### config.mk
export PLATFORM = sky130hd
export DESIGN_NAME = regfile_sb
export DESIGN_NICKNAME = d
export VERILOG_FILES = /design/src/rtl/regfile_sb.sv
export SDC_FILE = /design/constraint.sdc
export NUM_CORES = 1
export LEC_CHECK = 0
export ABC_AREA = 0
export CAP_MARGIN = 10
export CORE_UTILIZATION = 46
export DETAILED_ROUTE_END_ITERATION = 7
export GPL_TIMING_DRIVEN = 0
export PLACE_DENSITY = 0.67
export SETUP_SLACK_MARGIN = 0.5
export SLEW_MARGIN = 20
export SYNTH_ARGS = -nofsm -noshare
export SYNTH_HDL_FRONTEND = slang
export SYNTH_SLANG_ARGS = --single-unit
### constraint.sdc
create_clock -name CLK -period 5.2 [get_ports CLK]
set_clock_uncertainty 0.1 [all_clocks]
set_input_delay 1.04 -clock CLK [delete_from_list [all_inputs] [get_ports CLK]]
set_output_delay 1.04 -clock CLK [all_outputs]
set_load 0.02 [all_outputs]
### src/rtl/regfile_sb.sv
// rtl/regfile_sb.sv - register file with scoreboard pending bits, write bypass and optional zero register
// One write port, NUM_READ combinational read ports, per-register pending bits set by RESERVE and cleared by WRITE.
module regfile_sb #(
  parameter int DATA_WIDTH = 8,
  parameter int ADDR_WIDTH = 3,
  parameter int NUM_READ   = 2,
  parameter int BYPASS     = 1,
  parameter int ZERO_REG   = 0
) (
  input  logic                           CLK,
  input  logic                           RESET,
  input  logic [DATA_WIDTH-1:0]          IN,
  input  logic [ADDR_WIDTH-1:0]          INADDRESS,
  input  logic                           WRITE,
  input  logic [NUM_READ*ADDR_WIDTH-1:0] OUTADDRESS,
  output logic [NUM_READ*DATA_WIDTH-1:0] OUT,
  output logic [NUM_READ-1:0]            OUTREADY,
  input  logic                           RESERVE,
  input  logic [ADDR_WIDTH-1:0]          RESADDRESS,
  output logic                           RES_STALL,
  output logic [ADDR_WIDTH:0]            PEND_COUNT
);

  localparam int DEPTH = 1 << ADDR_WIDTH;

  logic [DATA_WIDTH-1:0] regs_q [DEPTH];
  logic [DEPTH-1:0]      pend_q, pend_d;
  logic [ADDR_WIDTH:0]   cnt_q, cnt_d;
  logic                  wr_en, res_acc, stall;
  logic [ADDR_WIDTH-1:0] ra;

  always_comb begin
    wr_en   = WRITE && !((ZERO_REG != 0) && (INADDRESS == '0));
    // A write to the same register this cycle releases it, so the reserve may proceed.
    stall   = RESERVE && pend_q[RESADDRESS] && !(WRITE && (INADDRESS == RESADDRESS));
    res_acc = RESERVE && !stall && !((ZERO_REG != 0) && (RESADDRESS == '0));
    pend_d  = pend_q;
    if (wr_en) begin
      pend_d[INADDRESS] = 1'b0;
    end
    if (res_acc) begin
      pend_d[RESADDRESS] = 1'b1;
    end
    cnt_d = '0;
    for (int i = 0; i < DEPTH; i++) begin
      cnt_d = cnt_d + {{ADDR_WIDTH{1'b0}}, pend_d[i]};
    end
  end

  always_comb begin
    OUT      = '0;
    OUTREADY = '0;
    ra       = '0;
    for (int k = 0; k < NUM_READ; k++) begin
      ra = OUTADDRESS[k*ADDR_WIDTH +: ADDR_WIDTH];
      if ((ZERO_REG != 0) && (ra == '0)) begin
        OUT[k*DATA_WIDTH +: DATA_WIDTH] = '0;
        OUTREADY[k]                     = 1'b1;
      end else if ((BYPASS != 0) && WRITE && (INADDRESS == ra)) begin
        OUT[k*DATA_WIDTH +: DATA_WIDTH] = IN;
        OUTREADY[k]                     = 1'b1;
      end else begin
        OUT[k*DATA_WIDTH +: DATA_WIDTH] = regs_q[ra];
        OUTREADY[k]                     = !pend_q[ra];
      end
    end
  end

  always_ff @(posedge CLK) begin
    if (RESET) begin
      for (int i = 0; i < DEPTH; i++) begin
        regs_q[i] <= '0;
      end
      pend_q <= '0;
      cnt_q  <= '0;
    end else begin
      if (wr_en) begin
        regs_q[INADDRESS] <= IN;
      end
      pend_q <= pend_d;
      cnt_q  <= cnt_d;
    end
  end

  assign RES_STALL  = stall;
  assign PEND_COUNT = cnt_q;

endmodule
Yosys cells after proc, flatten, opt, wreduce, memory -nomap -nowiden
Memories as Yosys holds them, arrays and structs flattened.
Cells that the tools add are included.
{ "word_totals": {"ramBits": 64, "mem_count": 1, "word_cells": 59, "out_inout_bits": 23, "register_bits": 12} }
{ "mem_list": {"columns": ["name", "words", "width", "read_ports", "rd_ports_with_merged_regs", "wr", "line", "rtl"], "rows": [
  ["regs_q", 8, 8, 2, 0, 8, "26", "logic [DATA_WIDTH-1:0] regs_q [DEPTH];"]
]} }
{ "classes": {"eq_ne": 3, "magnitude_cmp": 6, "n_reduce_logical": 13, "addsub": 7, "mux": 24, "bitwise_logic": 3} }
{ "ops": {"columns": ["operator", "n"], "rows": [
  ["$mux W8", 5],
  ["$add A4 B1 Y4", 4],
  ["$lt A3 B4 Y1 const B", 4],
  ["$mux W1", 13],
  ["$bmux W1 S3", 3],
  ["$eq A3 B3 Y1", 3],
  ["$and A8 B8 Y8", 1],
  ["$logic_and A1 B1 Y1", 8],
  ["$not A8 Y8", 1],
  ["$or A8 B8 Y8", 1],
  ["$reduce_or A8 Y1", 1],
  ["$demux W1 S3", 2],
  ["$ge A3 B1 Y1 const B", 2],
  ["$add A3 B1 Y4", 1],
  ["$logic_not A1 Y1", 4],
  ["$add A2 B1 Y3", 1],
  ["$mux W3", 1],
  ["$add A1 B1 Y2", 1]
]} }

Longest topological paths before layout
Gate-level depths: netlist (run 1).
{ "logic_depth": {"ltp_word": 16, "depth_mapped": 16} }

Worst setup path after synthesis (run 1)
OpenSTA, ideal clock, no wires.
{ "synth_timing": {"path_type": "input port to flip-flop", "startpoint": "in RESADDRESS[0]", "endpoint": "reg cnt_q[2], in the netlist PEND_COUNT[2]", "setup_ps": 128, "t_arrival_ps": 4384, "path_stages": 16, "n_path_buf": 2, "slack_ps": 588, "required_ps": 4972, "path_cell_list": "buf_6 > mux2_4 > a222oi_1 > buf_4 > a21oi_4 > o21ai_0 > fa_1 > inv_1 > fa_1 > fa_1 > inv_1 > ha_1 > inv_1 > fa_1 > xor2_1 > nor2_1"} }
{ "synth_via": {"elab_chain_cells": 14, "elab_cells_between_ends": 23} }
{ "synth_lines": {"columns": ["item", "line", "rtl"], "rows": [
  ["from (decl)", "19", "input logic [ADDR_WIDTH-1:0] RESADDRESS,"],
  ["branches (longest 6 deep; another with $lt A3 B4 Y1)", null, null],
  ["$mux W8 (*)", "41", "if (res_acc) begin"],
  ["via pend_d[0]", "27", "logic [DEPTH-1:0] pend_q, pend_d;"],
  ["$add A1 B1 Y2 (*)", "46", "cnt_d = cnt_d + {{ADDR_WIDTH{1'b0}}, pend_d[i]};"],
  ["$add A2 B1 Y3 (*)", "46", null],
  ["$add A3 B1 Y4 (*)", "46", null],
  ["$add A4 B1 Y4 (*) (4 in a row)", "46", null],
  ["to (signal assigned)", "81", "cnt_q <= cnt_d;"],
  ["to (decl)", "28", "logic [ADDR_WIDTH:0] cnt_q, cnt_d;"]
]} }
Mark *: on every way through the listed nets, which the timed path passes. The select of a mux whose other input is x is not followed.
A chain may end at the register's enable or synchronous reset.

Worst setup path in the final report (run 1)
{ "layout_timing": {"startpoint": "in RESADDRESS[1]", "endpoint": "reg cnt_q[2], in the netlist PEND_COUNT[2]"} }
Same word-level chain as after synthesis.

==> results of run 1 <==
==> power by group through the flow <==
stage / Sequential [mW] / Clock (mW) / Combinational, mW
2_1_floorplan: 0.729 / 0 / 0.190
5_1_grt: 0.725 / 0.467 / 0.342
3_3_place_gp: 0.730 / 0 / 0.307
4_1_cts: 0.720 / 0.447 / 0.316
3_5_place_dp: 0.734 / 0 / 0.312
6_report: 0.721 / 0.442 / 0.318
==> per-stage QoR <==
step | utilization [%] | std cells | hold WS (ns) | setup TNS [ns] | total power [mW]
3_5_place_dp | 53.1 | 538 | 0.447 | -0.228 | 1.05
6_report | 56.0 | 559 | 0.463 | 0 | 1.48
4_1_cts | 55.5 | 557 | 0.472 | 0 | 1.48
2_1_floorplan | - | 367 | 0.387 | 0 | 0.919
3_3_place_gp | 53.0 | 537 | 0.450 | -0.232 | 1.04
5_1_grt | 56.0 | 559 | 0.486 | 0 | 1.53
==> synth_stat cells <==
cell type,number
and2_1,68
edfxtp_1,64
mux4_2,36
nor2_1,28
a21oi_1,21
o21ai_0,18
mux2i_1,17
dfxtp_1,12
nand2_1,12
xnor2_1,9
buf_4,7
clkbuf_1,7
inv_1,7
buf_2,6
nand2b_1,6
nand3_1,5
fa_1,4
mux2_2,4
nor3_1,4
o211ai_1,4
o31ai_1,4
ha_1,3
nor2b_1,3
clkbuf_2,2
nand4_1,2
nor3b_1,2
o31a_1,2
a21oi_4,1
a222oi_1,1
and4_1,1
buf_6,1
mux2_4,1
nand4bb_1,1
nor3_2,1
or3_2,1
or4b_2,1
xor2_1,1
==> final timing paths <==
check	from	to	slack (ns)	cells past startpoint
hold / removal	pend_q[1]	pend_q[1]	0.46	2
setup / recovery	RESADDRESS[1]	PEND_COUNT[2]	0.70	17
setup reg to reg	pend_q[1]	PEND_COUNT[2]	1.32	15
hold reg to reg	pend_q[1]	pend_q[1]	0.46	2
==> flip-flops by register name, summed over array words and instances, names as in the netlist <==
| register | cells |
|---|---|
| regs_q | 64 |
| pend_q | 8 |
| PEND_COUNT | 4 |
==> critical path, stage by stage <==
cell and delay, ns:
dlygate4sd2_1 0.26, buf_4 0.18, xnor2_1 0.13, and4_1 0.20
clkbuf_4 0.19, o21ai_2 0.15, nand2_1 0.09, fa_1 0.55
inv_1 0.06, fa_1 0.51, fa_1 0.41, inv_1 0.07
ha_2 0.17, inv_1 0.05, fa_1 0.37, xor2_1 0.15
nor2_1 0.06
==> layout by cell type, fill, tap and decap left out, types with 3 or more instances in the layout <==
cell             instances
a21oi_1                 21
nand2_1                 11
xnor2_1                  9
o21ai_0                  8
nor2_1                  28
edfxtp_1                64
o21ai_1                  7
o211ai_1                 4
buf_4                   14
and2_1                  68
nand3_1                  5
mux2_2                   3
mux4_2                  36
clkbuf_8                 9
nand2b_1                 6
o31ai_2                  4
mux2i_1                 17
inv_1                    7
fa_1                     4
o21ai_2                  3
nor2b_1                  3
nor3_1                   4
clkbuf_1                 7
dfxtp_1                 12
dlymetal6s2s_1           5
clkdlybuf4s50_1         31
buf_2                    3
==> area by class of cell <==
class	count	area, µm²	share of cell area (%)
Multi-Input combinational cell	261	2340	43.0
Sequential cell	76	2160	39.7
Timing Repair Buffer	43	424	7.78
Tap cell	133	166	3.05
Buffer	23	148	2.71
Clock buffer	10	128	2.34
Clock inverter	6	55.1	1.01
Inverter	7	26.3	0.482
==> cells by family (layout without fill, tap and decap cells) <==
logic type / count (synthesis) / in the layout
muxes: 58 / 58
xor gates and xnor gates: 10 / 10
AOI/OAI and AO/OA: 51 / 51
and+or+nand+nor: 135 / 135
buffers and inverters: 30 / 89
DFF: 76 / 76
adders and majority gates: 7 / 7
==> repair_timing <==
| action | CTS | global route |
|---|---|---|
| buffers inserted | 3 | 1 |
| hold buffers | 0 | 0 |
| setup endpoints to repair | 3 | 2 |
| pin swaps | 9 | 1 |
| gates resized for setup | 11 | 18 |
| cloned | 0 | 1 |
==> metal layers <==
layer | wire length [µm] | up-vias
li1 | - | 1477
met1 | 4920 | 1592
met2 | 5940 | 131
met3 | 736 | 27
met4 | 361 | 0
met5 | 0 | -
==> impl_metrics.json, run 1 <==
{
  "status": "complete, no violations",
  "synth_top_family_by_area": "multiplexers",
  "io_buffers": 37,
  "grt-ovfl-total": 0,
  "wl_per_cell_um": 21.4,
  "cts_buffers": 9,
  "swShare_pct": 27.8,
  "cap_violations": 0,
  "die_w_um": 102,
  "worstPathArrival_ns": 4.63,
  "tightest_slew_ns": 1.03,
  "yosys_register_bits": 76,
  "grt_pass1_wl_um": 18100,
  "clkPwrFrac_pct": 29.8,
  "die-area_mm2": 0.0104,
  "clk_pin_slew_ns": 0.08,
  "cts_tree": "done",
  "rsz0062_at_grt": "false",
  "slew_viol_final": 0,
  "routed_wl_um": 12000,
  "clkSinkCount": 76,
  "initial_core_util_pct": 47.4,
  "required_ns": 5.33,
  "synthCells": 367,
  "report.final.hold_viol_count": 0,
  "num_antenna_cells": 0,
  "row_count": 36,
  "synth_top_cell_area_share_pct": 41.6,
  "synth.net_count": 398,
  "synth_simple_gate_area_share_pct": 16.3,
  "drtIter0Drc": 204,
  "grt_pass1_vias": 3278,
  "dpl_worst_slack_ns": -0.140,
  "fp.dieH_um": 102,
  "cts-htree-levels": 3,
  "placed_cell_area_mm2": 0.00517,
  "place_congestion": 0.893,
  "timing.final.crit_period_ns": 4.50,
  "end_kind": "flip-flop",
  "leakage_nw": 1.98,
  "placeableCoreArea_mm2": 0.00973,
  "yosys.area.top_type": "edfxtp_1",
  "met3_usage_pct": 4.92,
  "synth_area_leaders": "edfxtp_1, mux4_2, and2_1, dfxtp_1, mux2i_1",
  "postLayoutSetupSlackWorst_ns": 0.697,
  "synthMuxAreaShare_pct": 22.6,
  "comb_power_share_pct": 21.5,
  "synth_area_mm2": 0.00462,
  "clockRootBuffer": "clkbuf_8",
  "clk_latency_ns": 0.36,
  "syn_area_per_cell_um2": 12.6,
  "synth_fa_ha_area_share_pct": 2.55,
  "synth_compound_area_share_pct": 6.48,
  "grt_max_degree": 13,
  "internal_power_mw": 1.07,
  "hold_class": "flip-flop to flip-flop",
  "busiest_layer": "met2",
  "timing.final.crit_share_pct": 86.6,
  "antenna_found_initial": 0,
  "ir_drop_mv": 0.121,
  "max_freq_ghz": 0.222,
  "nNetsFinal": 452,
  "synthXorXnorAreaFrac_pct": 1.90,
  "dp_hpwl_um": 8280,
  "fill_cells": 839,
  "yosys_warnings": 0,
  "area_growth_pct": 18.1,
  "post-route-drc-count": 0,
  "synth.distinct_cells": 37,
  "max_slew_margin_pct": 30.6,
  "ant_nets": 0,
  "pwr_density_cell_mw_per_mm2": 272,
  "synth-seq-area-share_pct": 46.8,
  "critical_path_class": "primary input to flip-flop",
  "finalSetupViolations": 0,
  "drtPass1Iterations": 5,
  "layout-drive-gt1-share_pct": 21.1,
  "ios": 47,
  "vias_per_cell": 5.77,
  "track_usage_pct": 24.6,
  "switchingPower_uw": 412,
  "fin_area_mm2": 0.00545,
  "met2_usage_pct": 40.1,
  "grt_use_met1_pct": 31.3,
  "clockBufferDepth": 2,
  "crit_fanout": 10,
  "via_count": 3227,
  "seqPwrFrac_pct": 48.7,
  "crit_path_start_kind": "primary input"
}
(Power assumes the default switching activity.)
==> run 2: changes to the inputs <==
Settings changed: CORE_UTILIZATION 46 to 35, PLACE_DENSITY 0.67 to default, SLEW_MARGIN 20 to 10.
==> run 2 against run 1 <==
Effect of this change:
- sequential share of layout area shrank 1.4 points
- highest routed layer unchanged
- register-to-register slack is essentially flat
- total power increased by 16%
- count of clock-buffer cells in the layout shrank 1
==> impl_metrics.json, run 2 (synthesized netlist as in run 1, its figures left out) <==
{
  "ios": 47,
  "ant_nets": 0,
  "end_kind": "flip-flop",
  "die_w_um": 117,
  "r2r_start": "pend_q[1]",
  "slew_viol_final": 0,
  "post-route-drc-count": 0,
  "cts_tree": "done",
  "max_slew_margin_pct": 32.6,
  "track_usage_pct": 19.5,
  "wl_per_cell_um": 20.4,
  "cts_buffers": 9,
  "cts-htree-levels": 3,
  "final_util_pct": 44.4,
  "grt_max_degree": 14,
  "placeableCoreArea_mm2": 0.0127,
  "antenna_found_initial": 0,
  "via_count": 3183,
  "crit_path_start_kind": "primary input",
  "row_count": 41,
  "leakage_nw": 2.03,
  "busiest_layer": "met2",
  "grt_pass1_wl_um": 18800,
  "p_total_mw": 1.72,
  "clockBufferDepth": 2,
  "grt-ovfl-total": 0,
  "area_growth_pct": 22.3,
  "max_freq_ghz": 0.222,
  "top_register": "regs_q",
  "initial_core_util_pct": 36.3,
  "layout_commonest_cell": "and2_1",
  "r2r_cells": 14,
  "hp-start": "pend_q[1]",
  "fill_cells": 1213,
  "grt_use_met1_pct": 24.3,
  "hold_end": "pend_q[1]",
  "clk_latency_ns": 0.35,
  "layout-drive-gt1-share_pct": 21.8,
  "report.final.hold_viol_count": 0,
  "largest_reg_flops": 64,
  "cap_violations": 0,
  "die-area_mm2": 0.0137,
  "hold_class": "flip-flop to flip-flop",
  "ir_drop_mv": 0.160,
  "met3_usage_pct": 2.94,
  "worstPathArrival_ns": 4.64,
  "met2_usage_pct": 32.9,
  "mostFrequentLayoutCells": "and2_1, edfxtp_1, mux4_2",
  "fin_setup_tns_ns": 0,
  "status": "complete, no violations",
  "regToRegSetupSlack_ns": 1.33,
  "dp_hpwl_um": 8680,
  "routed_wl_um": 12200,
  "place_congestion": 0.869,
  "timing.final.crit_share_pct": 86.7,
  "required_ns": 5.33,
  "num_antenna_cells": 0,
  "clockRootBuffer": "clkbuf_16",
  "tightest_slew_ns": 1.00,
  "fp.dieH_um": 117,
  "whs_path_depth": 2,
  "critical_path_class": "primary input to flip-flop",
  "clkSinkCount": 76,
  "grt_pass1_vias": 3351,
  "vias_per_cell": 5.32,
  "io_buffers": 37,
  "crit_fanout": 5,
  "timing.final.crit_period_ns": 4.51,
  "pwr_density_cell_mw_per_mm2": 304,
  "finalSetupViolations": 0,
  "rsz0062_at_grt": "false",
  "drtPass1Iterations": 4,
  "nNetsFinal": 452,
  "clk_pin_slew_ns": 0.06,
  "drtIter0Drc": 209,
  "rr_endpoint": "PEND_COUNT[1]",
  "startpoint": "RESADDRESS[1]"
}
## run 2: changes by cell type in the layout (fill, tap and decap cells not counted), moves of 2 or more
cell / delta
clkbuf_4: -2
clkbuf_16: +9
clkbuf_8: -9
clkinv_2: -2
buf_4: +2
clkbuf_1: -2
## run 2: stage by stage
stage / setup WS, ns / instance area, µm² / hold WS [ns] / std cells
after global placement: -0.163 / 5200 / 0.445 / 576
after CTS: 0.489 / 5580 / 0.458 / 597
after global routing: 0.501 / 5650 / 0.492 / 598
final: 0.692 / 5650 / 0.451 / 598
after detailed placement: -0.137 / 5220 / 0.444 / 577
after floorplan: 0.588 / 4620 / 0.387 / 367
## run 2: worst max-delay path, cell delays in order
cell and delay (ns):
dlygate4sd2_1 0.26, mux2_4 0.31, a222oi_1 0.31, buf_4 0.22, a21oi_4 0.07, o21ai_2 0.15, fa_1 0.43, inv_1 0.08
fa_1 0.45, fa_1 0.48, inv_1 0.07, ha_2 0.17, inv_1 0.05, fa_2 0.51, nor2_1 0.04
## run 2: worst max-delay path by stage
stage          depth (start not counted)             to  slack [ns]
3_3_place_gp                          16  PEND_COUNT[2]       -0.16
5_1_grt                               15  PEND_COUNT[1]        0.50
2_1_floorplan                         16  PEND_COUNT[2]        0.59
6_report                              15  PEND_COUNT[1]        0.69
3_5_place_dp                          16  PEND_COUNT[2]       -0.14
4_1_cts                               17  PEND_COUNT[2]        0.49
## run 2: what timing repair did
action / in CTS / in global routing
hold buffers: 0 / 0
pin swaps: 7 / 5
setup endpoints to repair: 3 / 2
gates resized for setup: 9 / 24
buffers inserted: 4 / 1
## run 2: per-layer routing
metal	vias up	share of wire [%]
li1	1485	-
met3	19	5.9
met2	112	50
met5	-	0
met1	1567	40
met4	0	3.3
## run 2: cell type report
| type | count | area (µm²) | area share (%) |
|---|---|---|---|
| buffer | 23 | 146 | 2.59 |
| clock buffer | 9 | 225 | 3.99 |
| clock inverter | 7 | 91.3 | 1.62 |
| inverter | 7 | 26.3 | 0.465 |
| multi-input combinational | 261 | 2360 | 41.7 |
| sequential | 76 | 2160 | 38.3 |
| tap | 172 | 215 | 3.81 |
| timing repair buffer | 43 | 424 | 7.51 |
## run 2: power breakdown
part | internal, mW | switching (mW) | total (mW) | leakage, nW
logic | 0.153 | 0.169 | 0.322 | 1.17
registers | 0.701 | 0.0200 | 0.721 | 0.716
clock network | 0.417 | 0.257 | 0.674 | 0.147
